File: config.mk
export PLATFORM = sky130hd
export DESIGN_NAME = tmr0_prescaler_flat
export DESIGN_NICKNAME = d
export VERILOG_FILES = /design/src/rtl/tmr0_prescaler_if.sv /design/src/rtl/tmr0_prescaler.sv /design/src/flat_wrapper.sv
export SDC_FILE = /design/constraint.sdc
export NUM_CORES = 1
export LEC_CHECK = 0
export BUFFER_PORTS_ARGS = -buffer_cell sky130_fd_sc_hd__buf_2
export CAP_MARGIN = 20
export CORE_UTILIZATION = 40
export DETAILED_ROUTE_END_ITERATION = 12
export SLEW_MARGIN = 10
export SYNTH_ARGS = -nofsm -noshare
export SYNTH_HDL_FRONTEND = slang
export SYNTH_SLANG_ARGS = --single-unit
File: constraint.sdc
create_clock -name clk_registers -period 4.05 [get_ports clk_registers]
set_input_delay 0.405 -clock clk_registers [delete_from_list [all_inputs] [get_ports clk_registers]]
set_output_delay 0.405 -clock clk_registers [all_outputs]
set_load 0.005 [all_outputs]
File: src/rtl/tmr0_prescaler_if.sv
// Register-file write bus snooped by Timer0: strobe, target address and ALU result.
interface tmr0_prescaler_if;
   logic       write_enable;
   logic [6:0] register_address;
   logic [7:0] write_data;

   modport master (output write_enable, output register_address, output write_data);
   modport slave  (input  write_enable, input  register_address, input  write_data);
endinterface

File: src/rtl/tmr0_prescaler.sv
// PIC16F84 Timer0: TMR0/OPTION write decode, edge-synchronised T0CKI, 8-bit prescaler, sticky T0IF.
// Optional interrupt output (t0ie/irq) is built only when TMR0_IRQ_EN is defined.
//
// state | meaning
// IDLE  | counting normally
// INH1  | first cycle after a TMR0 write, ticks discarded
// INH2  | second cycle after a TMR0 write, ticks discarded
module tmr0_prescaler #(
   parameter logic [6:0] TMR0_ADDR    = 7'h01,
   parameter logic [6:0] OPTION_ADDR  = 7'h41,
   parameter logic [7:0] OPTION_RESET = 8'hFF
) (
   input  logic                  clk_registers,
   input  logic                  reset,
   tmr0_prescaler_if.slave       bus,
   input  logic                  t0cki,
   input  logic                  t0if_clear,
   output logic [7:0]            tmr0_out,
   output logic [7:0]            option_out,
   output logic                  t0if
`ifdef TMR0_IRQ_EN
   ,
   input  logic                  t0ie,
   output logic                  irq
`endif
);

   typedef enum logic [1:0] {IDLE, INH1, INH2} state_t;

   state_t     state;
   logic [7:0] ps_count;
   logic       sync1;
   logic       sync2;
   logic       prev;

   logic       wr_tmr0;
   logic       wr_option;
   logic       edge_tick;
   logic       tick;
   logic       ps_wrap;
   logic       inc;
   logic [7:0] ps_limit;

   always_comb begin
      wr_tmr0   = bus.write_enable && (bus.register_address == TMR0_ADDR);
      wr_option = bus.write_enable && (bus.register_address == OPTION_ADDR);
      edge_tick = option_out[4] ? (~sync2 & prev) : (sync2 & ~prev);
      tick      = option_out[5] ? edge_tick : 1'b1;
      // ratio 2^(PS+1); PS=7 gives 256, whose terminal count 255 still fits 8 bits
      ps_limit  = 8'((9'd2 << option_out[2:0]) - 9'd1);
      ps_wrap   = (ps_count == ps_limit);
      inc       = tick && (state == IDLE) && (option_out[3] || ps_wrap);
   end

   always_ff @(posedge clk_registers) begin
      if (reset) begin
         state      <= IDLE;
         tmr0_out   <= 8'h00;
         option_out <= OPTION_RESET;
         t0if       <= 1'b0;
         ps_count   <= 8'h00;
         sync1      <= 1'b0;
         sync2      <= 1'b0;
         prev       <= 1'b0;
      end else begin
         sync1 <= t0cki;
         sync2 <= sync1;
         prev  <= sync2;

         if (t0if_clear)
            t0if <= 1'b0;

         if (wr_tmr0) begin
            tmr0_out <= bus.write_data;
            ps_count <= 8'h00;
            state    <= INH1;
         end else begin
            case (state)
               INH1:    state <= INH2;
               INH2:    state <= IDLE;
               default: state <= IDLE;
            endcase
            if (inc) begin
               tmr0_out <= tmr0_out + 8'd1;
               if (tmr0_out == 8'hFF)
                  t0if <= 1'b1;
            end
            if (tick && (state == IDLE) && !option_out[3])
               ps_count <= ps_wrap ? 8'h00 : ps_count + 8'd1;
         end

         // Mode change restarts the prescale phase; sync chain is left running.
         if (wr_option) begin
            option_out <= bus.write_data;
            ps_count   <= 8'h00;
         end
      end
   end

`ifdef TMR0_IRQ_EN
   always_ff @(posedge clk_registers) begin
      if (reset)
         irq <= 1'b0;
      else
         irq <= t0if & t0ie;
   end
`endif

endmodule

File: src/flat_wrapper.sv
// flat-port wrapper written by rule: the top's interface ports become plain ports
module tmr0_prescaler_flat 
#(
   parameter logic [6:0] TMR0_ADDR    = 7'h01,
   parameter logic [6:0] OPTION_ADDR  = 7'h41,
   parameter logic [7:0] OPTION_RESET = 8'hFF
)
  (clk_registers, reset, t0cki, t0if_clear, tmr0_out, option_out, t0if, bus_write_enable, bus_register_address, bus_write_data);
  tmr0_prescaler_if bus_i ();
  input  logic clk_registers;
  input  logic reset;
  input  logic t0cki;
  input  logic t0if_clear;
  output logic [7:0] tmr0_out;
  output logic [7:0] option_out;
  output logic t0if;
  input wire logic [$bits(bus_i.write_enable)-1:0] bus_write_enable;
  input wire logic [$bits(bus_i.register_address)-1:0] bus_register_address;
  input wire logic [$bits(bus_i.write_data)-1:0] bus_write_data;
  assign bus_i.write_enable = bus_write_enable;
  assign bus_i.register_address = bus_register_address;
  assign bus_i.write_data = bus_write_data;
  tmr0_prescaler #(.TMR0_ADDR(TMR0_ADDR), .OPTION_ADDR(OPTION_ADDR), .OPTION_RESET(OPTION_RESET)) u_core (.clk_registers(clk_registers), .reset(reset), .bus(bus_i), .t0cki(t0cki), .t0if_clear(t0if_clear), .tmr0_out(tmr0_out), .option_out(option_out), .t0if(t0if));
endmodule
=== Word level (Yosys, flattened, before mapping) ===
Index checks and enable logic that the tools add are counted.

* Bits in latches: 0
* Logic and storage cells: 44
* Bits in writable memories: 0
* Register bits: 30
* Input port bits: 20
* Output and inout bits: 17
* Memories: 0
* Bits in read-only memories: 0

* Magnitude comparators: 0
* $add $sub $neg: 3
* Bitwise gates (word level): 4
* Reductions and logical operators: 11
* Shifts and indexed selects: 1
* Mux-type cells: 11
* Divide/modulo/power cells: 0
* Multipliers: 0
* Equal/unequal tests: 5

{| class="wikitable"
|+ Operator list
! kind !! number
|-
| two-way mux 8 bit || 3
|-
| adder 8 x 1 -> 8 bit (second input constant) || 2
|-
| equality test 8 bit || 1
|-
| equality test 8 bit (second input constant) || 1
|-
| left shift 2 x 3 -> 8 bit (first input constant) || 1
|-
| subtractor 8 x 1 -> 8 bit (second input constant) || 1
|-
| equality test 7 x 1 -> 1 bit (second input constant) || 1
|-
| equality test 7 bit (second input constant) || 1
|-
| two-way mux 1 bit || 7
|-
| logical AND 1 bit || 5
|-
| OR reduction 3 bit || 1
|-
| AND 1 bit || 2
|-
| equality test 2 x 1 -> 1 bit (second input constant) || 1
|-
| logical NOT 2 bit || 1
|-
| two-way mux 2 bit || 1
|-
| NOT 1 bit || 2
|-
| nonzero test 2 bit || 1
|-
| OR reduction 2 bit || 1
|-
| logical NOT 1 bit || 1
|-
| logical OR 1 bit || 1
|}

=== Depth between registers and ports, before layout ===
Gate-level depths: netlist of run 1.

* Depth in word-level cells: 8
* Mapped depth: 11
* Mapped depth without buffers: 9

=== Worst setup path before layout of run 1 ===
No wires, ideal clock.

* Path kind: reg-to-reg
* From: register u_core.option_out[1]
* To: register u_core.tmr0_out[3]
* Slack: 951 ps
* Library setup time: 103 ps
* Cell stages (with the launch flop): 11
* Data required time: 3,947 ps
* Arrival: 2,995 ps
* Path through: dfxtp_1 -> clkbuf_1 -> or3_1 -> ha_1 -> xnor2_1 -> or4_1 -> a311o_1 -> a2111oi_4 -> buf_6 -> a211oi_1 -> a2111oi_2

* Word-level cells in the longest chain between the ends: 6

{| class="wikitable"
|+ RTL lines
! item !! RTL line !! RTL
|-
| start, declared || tmr0_prescaler.sv:19 || <nowiki>output logic [7:0] option_out,</nowiki>
|-
| start signal, assigned || tmr0_prescaler.sv:94 || <nowiki>option_out <= bus.write_data;</nowiki>
|-
| left shift 2 x 3 -> 8 bit || tmr0_prescaler.sv:50 || <nowiki>ps_limit = 8'((9'd2 << option_out[2:0]) - 9'd1);</nowiki>
|-
| subtractor 8 x 1 -> 8 bit || tmr0_prescaler.sv:50 ||
|-
| equality test 8 bit || tmr0_prescaler.sv:51 || <nowiki>ps_wrap = (ps_count == ps_limit);</nowiki>
|-
| logical OR 1 bit || tmr0_prescaler.sv:52 || <nowiki>inc = tick && (state == IDLE) && (option_out[3] || ps_wrap);</nowiki>
|-
| logical AND 1 bit || tmr0_prescaler.sv:52 ||
|-
| nonzero test 2 bit (no source line) || - ||
|-
| end signal, assigned || tmr0_prescaler.sv:74 || <nowiki>tmr0_out <= bus.write_data;</nowiki>
|-
| end signal, assigned || tmr0_prescaler.sv:84 || <nowiki>tmr0_out <= tmr0_out + 8'd1;</nowiki>
|-
| end, declared || tmr0_prescaler.sv:18 || <nowiki>output logic [7:0] tmr0_out,</nowiki>
|}

Every way passes these cells.
A chain may end at the register's enable or synchronous reset.

=== Worst setup path in the final report of run 1 ===
Ends and elaborated chain as after synthesis.

==> key figures, run 1 <==
Global route
  • Overflow after GRT: 0
  • Vias in the first global route: 1430
  • Largest net degree at the start of global routing: 25
  • Initial antenna violation count: 0
  • First-pass GRT wire length: 6630 um
  • GRT Util Overall: 0.198

Yosys
  • Synth unique cells: 49
  • Area leader, netlist: dfxtp_1
  • Top post-synthesis cells by area: dfxtp_1, and3_1, nor2_1
  • Synth Flop Type: dfxtp_1
  • Post-synthesis sequential area ratio: 0.354
  • Number of synthesized flops with an enable pin: 0
  • Total of warnings raised by yosys: 0
  • Top-count cell post-synth: dfxtp_1
  • Syn nets: 218
  • Asr flop ratio synth: 0
  • Area share of the largest cell type after synthesis: 0.354
  • #FFs+latches synth: 30
  • Syn_area_per_cell: 8.69 um^2
  • Mapped Cells: 195
  • Commonest cells post-synth: dfxtp_1, nor2_1, nand2_1, and3_1, clkbuf_1
  • Mapped Area: 1700 um^2

Power
  • Max IR drop VDD: 0.000188 V
  • Tot Pwr: 0.628 mW
  • Leakage power: 0.784 nW
  • Power Density: 314 nW/um^2

Clock network
  • Post-CTS resize count: 0
  • Hold Buf Count CTS: 0
  • CTS tree: built
  • # clock sinks: 30
  • Root buffer cell: clkbuf_8
  • Setup bufs post-CTS: 0
  • CTS max path bufs: 2
  • Worst-Skew Late Latency: 0.28 ns
  • Htree depth: 2
  • Worst-path clk slew: 0.06 ns
  • TritonCTS Buffers: 5

Placed design
  • Final GP Congestion: 0.756
  • Post-Place Cell Area: 1890 um^2
  • I/O Buffers: 36
  • Detail Placement HPWL: 2980 um

Timing
  • RSZ-0062 raised after global routing: no
  • Slew Viols, Final: 0
  • F_max: 292 MHz
  • Worst Max-Slew Pin Slew: 0.734 ns
  • Final hold vios: 0
  • Fin crit period: 3.42 ns
  • Post-Route Skew: 0.00614 ns
  • Fin crit share: 0.845
  • Worst rel slew slack: 0.509
  • Total negative setup slack: 0 ns
  • Final setup viols: 0

Route
  • DR DRC count: 0
  • Drt via density: 5.68
  • Post-DRT Antenna Nets: 0
  • DR vias: 1578
  • Starting DRT DRC Count: 87
  • Post-Route WL: 4110 um
  • Pre-Repair DR Iteration Count: 4
  • Per-cell routed wire length: 14.8 um

Layout
  • Share of layout cells above drive strength 1: 0.224
  • P&R area growth vs syn: 17.9%
  • Post-Layout Inst Area: 2000 um^2
  • Fin nets: 250
  • Final core occ: 0.496
  • Ant diodes: 0

Critical path
  • Worst EP arrival: 3.61 ns
  • Worst Setup Start Kind: flip-flop
  • Crit path capture type: flip-flop
  • CP Data Required Time: 4.23 ns
  • CP Max Fanout: 13
  • Setup CP Type: flip-flop to flip-flop
  • Crit. Startpoint: u_core.option_out[1]
  • Worst r2r src: u_core.option_out[1]

Floorplanning
  • Initial core utilization: 0.421
  • Core area: 4030 um^2
  • I/O pin cnt: 37
  • Row count: 23
  • Die outline width: 67.1 um
  • Die Y: 67.1 um
  • Die area: 4500 um^2

Hold path
  • Hold Startpoint: t0cki
  • Min-Delay Path Class: input pin to flip-flop

Run
  • Max Cap Violations: 0

Outcome
  • Status: finished, final reports clean
-- layer usage --
layer	GRT usage	part of all wire	vias up	wire length (um)
met5	0	0	-	0
met3	0.0411	0.058	7	239
met1	0.262	0.49	721	2030
met4	0.0718	0.015	0	61
met2	0.315	0.43	43	1780
li1	-	-	807	-
-- per-stage QoR --
| step | hold WS (ns) | worst slack (ns) | std cells |
|---|---|---|---|
| finish | 0.337 | 0.626 | 278 |
| global route | 0.348 | 0.381 | 278 |
| CTS | 0.339 | 0.628 | 278 |
| detailed placement | 0.443 | 0.636 | 270 |
| global placement | 0.438 | 0.701 | 270 |
| floorplan | 0.414 | 0.951 | 195 |
-- cell usage in the layout, fill, tap and decap left out, types with 5 or more instances in the layout --
cell	n
buf_2	36
dfxtp_1	30
nor2_1	16
nand2_1	14
and3_1	13
clkbuf_8	8
a21oi_1	7
a211oi_1	7
a211o_1	6
xnor2_1	6
nor3_1	6
and2_1	5
-- kinds of logic after synthesis --
kind of cell               Yosys count  share of synthesized area
AOI/OAI and AO/OA                   48                      0.239
xor gates and xnor gates             7                     0.0362
adders and majority gates            3                     0.0221
buffers and inverters               16                     0.0398
DFF                                 30                      0.354
muxes                                1                    0.00590
and+or+nand+nor                     90                      0.303
-- cell type report --
class | count | area (um^2)
clock buffer | 8 | 110
inverter | 5 | 18.8
timing repair buffer | 36 | 180
fill | 410 | 2030
multi-input combinational | 149 | 1030
tap | 50 | 62.6
sequential | 30 | 601
-- sequential cells by signal, summed over array words and instances, names as in the netlist --
name,cells
u_core.state,2
u_core.sync1,1
u_core.sync2,1
u_core.tmr0_out,8
u_core.t0if,1
u_core.prev,1
u_core.option_out,8
u_core.ps_count,8
-- worst max-delay path, cell delays in order (launching register included) --
cell	delay [ns]
dfxtp_1	0.43
or3_1	0.40
ha_1	0.27
xnor2_1	0.17
or4_1	0.47
a311o_1	0.35
a2111oi_4	0.75
a211oi_1	0.18
a2111oi_2	0.29
-- power by group --
part / internal, mW / switching (mW) / total (mW)
clock: 0.171 / 0.111 / 0.283
sequential: 0.300 / 0.00697 / 0.307
combinational: 0.0173 / 0.0208 / 0.0381
total: 0.489 / 0.139 / 0.628
-- path summary, 6_finish.rpt --
| path | slack [ns] | cells past startpoint | end |
|---|---|---|---|
| worst max-delay path | 0.63 | 8 | u_core.tmr0_out[3] |
| worst min register to register | 0.45 | 1 | u_core.sync2 |
| worst min-delay path | 0.34 | 2 | u_core.sync1 |
| worst max register to register | 0.63 | 8 | u_core.tmr0_out[3] |
Note: power is estimated with default switching activity, not from simulation.
==> run 2, diff against run 1 <==
==> constraint.sdc (replaced) <==
create_clock -name clk_registers -period 2.88 [get_ports clk_registers]
set_input_delay 0.288 -clock clk_registers [delete_from_list [all_inputs] [get_ports clk_registers]]
set_output_delay 0.288 -clock clk_registers [all_outputs]
set_load 0.005 [all_outputs]
==> run 2 against run 1 <==
  * First-iteration DRC count shrank 15%
  * Register-to-register slack lost 0.56 ns
  * Sequential power grew 40%
  * Non-clock buffer count grew 7
  * Routed wire length grew 5.2%
  * Combinational power grew 45%
  * Design area grew 3.6%
  * Fmax grew 21%
  * Final cell count grew 2.5%
  * Global-route usage grew 1.6 points
  * Critical endpoint is now u_core.tmr0_out[5]
==> key figures, run 2 (synthesis gave the netlist of run 1 again) <==
Outcome
  • Status: finished, final reports clean

Power
  • Sequential share of power: 0.501 (+0.012)
  • Gate power share: 0.064 (+0.003)
  • Power Density: 416 nW/um^2 (+32%)
  • P_sw: 0.222 mW (+59%)
  • Max IR drop VDD: 0.000293 V (+56%)
  • Clock power share: 0.435 (-0.015)
  • Switching share of power: 0.258 (+0.0360)
  • Int Power: 0.639 mW (+31%)
  • Leakage power: 0.822 nW (+4.8%)

Clock network
  • Htree depth: 2 (unchanged)
  • Worst-Skew Late Latency: 0.30 ns (+0.02 ns)
  • TritonCTS Buffers: 5 (unchanged)
  • Hold Buf Count CTS: 0 (unchanged)
  • Worst-path clk slew: 0.08 ns (+0.02 ns)
  • Root buffer cell: clkbuf_8
  • # clock sinks: 30 (unchanged)
  • CTS tree: built
  • CTS max path bufs: 2 (unchanged)

Layout
  • Multi-input gate area: 1060 um^2 (+2.9%)
  • Fillers: 399 (-2.7%)
  • Fin nets: 257 (+2.8%)
  • Regs by FF count: u_core.option_out (8), u_core.ps_count (8), u_core.tmr0_out (8)
  • Most common cell after layout, fill and taps aside: buf_2
  • Share of layout cells above drive strength 1: 0.268 (+0.0444)
  • P&R area growth vs syn: 22.2%
  • Register area: 602 um^2 (+0.21%)
  • Most frequent cells in the layout: buf_2, dfxtp_1, nor2_1
  • Ant diodes: 0 (unchanged)
  • Final cell count without fillers: 285 (+2.5%)

Placed design
  • DP Worst Slack: -0.0848 ns (-0.721 ns)
  • Detail Placement HPWL: 3200 um (+7.3%)
  • Cells after DPL: 277 (+2.6%)
  • I/O Buffers: 36 (unchanged)
  • Final GP Congestion: 0.826 (+9.1%)

Floorplanning
  • Initial core utilization: 0.421 (unchanged)
  • Die outline width: 67.1 um (unchanged)
  • Die Y: 67.1 um (unchanged)
  • Core area: 4030 um^2 (unchanged)
  • Row count: 23 (unchanged)
  • I/O pin cnt: 37 (unchanged)
  • Die area: 4500 um^2 (unchanged)

Global route
  • Overflow after GRT: 0 (unchanged)
  • Initial antenna violation count: 0 (unchanged)
  • Largest net degree at the start of global routing: 25 (unchanged)
  • GRT Util Overall: 0.214 (+0.0160)
  • First-pass GRT wire length: 7180 um (+8.2%)
  • Vias in the first global route: 1553 (+8.6%)

Critical path
  • Slowest CP cell: or4_1
  • Worst EP arrival: 3.03 ns (-0.58 ns)
  • CP peak stage delay: 0.41 ns (-0.34 ns)
  • CP Max Fanout: 12 (-1)
  • Worst reg2reg setup slack: 0.06 ns (-0.56 ns)
  • Cell family with most CP delay: compound AO/OA/AOI/OAI gates
  • Worst-path cell chain: or3_4 > ha_4 > xnor2_2 > or4_1 > a311o_1 > a2111oi_4 > buf_6 > nand4_1 > a311oi_2
  • Worst Setup Start Kind: flip-flop
  • Setup CP Type: flip-flop to flip-flop
  • Crit path capture type: flip-flop
  • CP Data Required Time: 3.09 ns (-1.14 ns)
  • Buffers & Inverters on Critical Path: 1 (+1)

Timing
  • F_max: 355 MHz (+21%)
  • Fin crit share: 0.979 (+0.133)
  • Worst rel slew slack: 0.595 (+0.0854)
  • Worst Max-Slew Pin Slew: 0.608 ns (-0.126 ns)
  • Fin crit period: 2.82 ns (-0.606 ns)
  • Final setup viols: 0 (unchanged)
  • Final WS setup: 0.0617 ns (-0.564 ns)
  • Total negative setup slack: 0 ns (unchanged)
  • Post-Route Skew: 0.00904 ns (+0.00291 ns)
  • Final hold vios: 0 (unchanged)
  • RSZ-0062 raised after global routing: yes
  • Slew Viols, Final: 0 (unchanged)

Route
  • Starting DRT DRC Count: 74 (-15%)
  • Per-cell routed wire length: 15.2 um (+2.6%)
  • Post-DRT Antenna Nets: 0 (unchanged)
  • DR vias: 1650 (+4.6%)
  • Drt via density: 5.79 (+2.0%)
  • DR DRC count: 0 (unchanged)
  • Pre-Repair DR Iteration Count: 4 (unchanged)
  • Post-Route WL: 4320 um (+5.2%)

Run
  • Max Cap Violations: 0 (unchanged)

Hold path
  • Min-Delay Path Class: input pin to flip-flop
-- run 2: cell types whose count changed in the layout (fill, tap and decap cells not counted), sizes merged --
cell,previous run,this run
buf,36,43
clkbuf,8,6
clkinv,0,1
clkinvlp,0,1
-- run 2: repair_timing --
action                     4_1_cts  5_1_grt
gates resized for setup          2        0
buffers inserted                 0        0
pin swaps                        1        0
setup endpoints to repair        2        4
gates cloned                     0        0
-- run 2: metal layers --
metal	wire, um	global-route usage	up-vias
li1	-	-	817
met1	2000	0.257	788
met2	2090	0.363	37
met3	158	0.0531	8
met4	77	0.0851	0
met5	0	0	-
-- run 2: power by group through the flow --
stage / logic (mW) / clock network, mW / registers (mW)
after floorplan: 0.0329 / 0 / 0.438
after detailed placement: 0.0550 / 0 / 0.441
final: 0.0553 / 0.375 / 0.431
after global placement: 0.0531 / 0 / 0.440
after CTS: 0.0555 / 0.378 / 0.431
after global routing: 0.0618 / 0.399 / 0.433
-- run 2: layout make-up --
cell class	instances	share of cell area
multi-input cells	149	0.510
flip-flops and latches	30	0.290
repair buffers	43	0.114
clock buffers	6	0.0399
well taps	50	0.0302
inverters	5	0.00906
clock inverters	2	0.00604
-- run 2: per-stage QoR --
| step | hold slack [ns] | cell area (um^2) | total power [mW] | utilization |
|---|---|---|---|---|
| floorplan | 0.414 | 1740 | 0.471 | - |
| global placement | 0.430 | 1970 | 0.493 | 0.489 |
| detailed placement | 0.434 | 1970 | 0.496 | 0.489 |
| CTS | 0.207 | 2070 | 0.865 | 0.514 |
| global route | 0.223 | 2070 | 0.894 | 0.514 |
| finish | 0.208 | 2070 | 0.861 | 0.514 |
-- run 2: path summary, 6_finish.rpt --
kind | start | end | depth (start not counted)
max | u_core.option_out[1] | u_core.tmr0_out[5] | 9
min | t0cki | u_core.sync1 | 2
max reg2reg | u_core.option_out[1] | u_core.tmr0_out[5] | 9
min reg2reg | u_core.sync1 | u_core.sync2 | 1
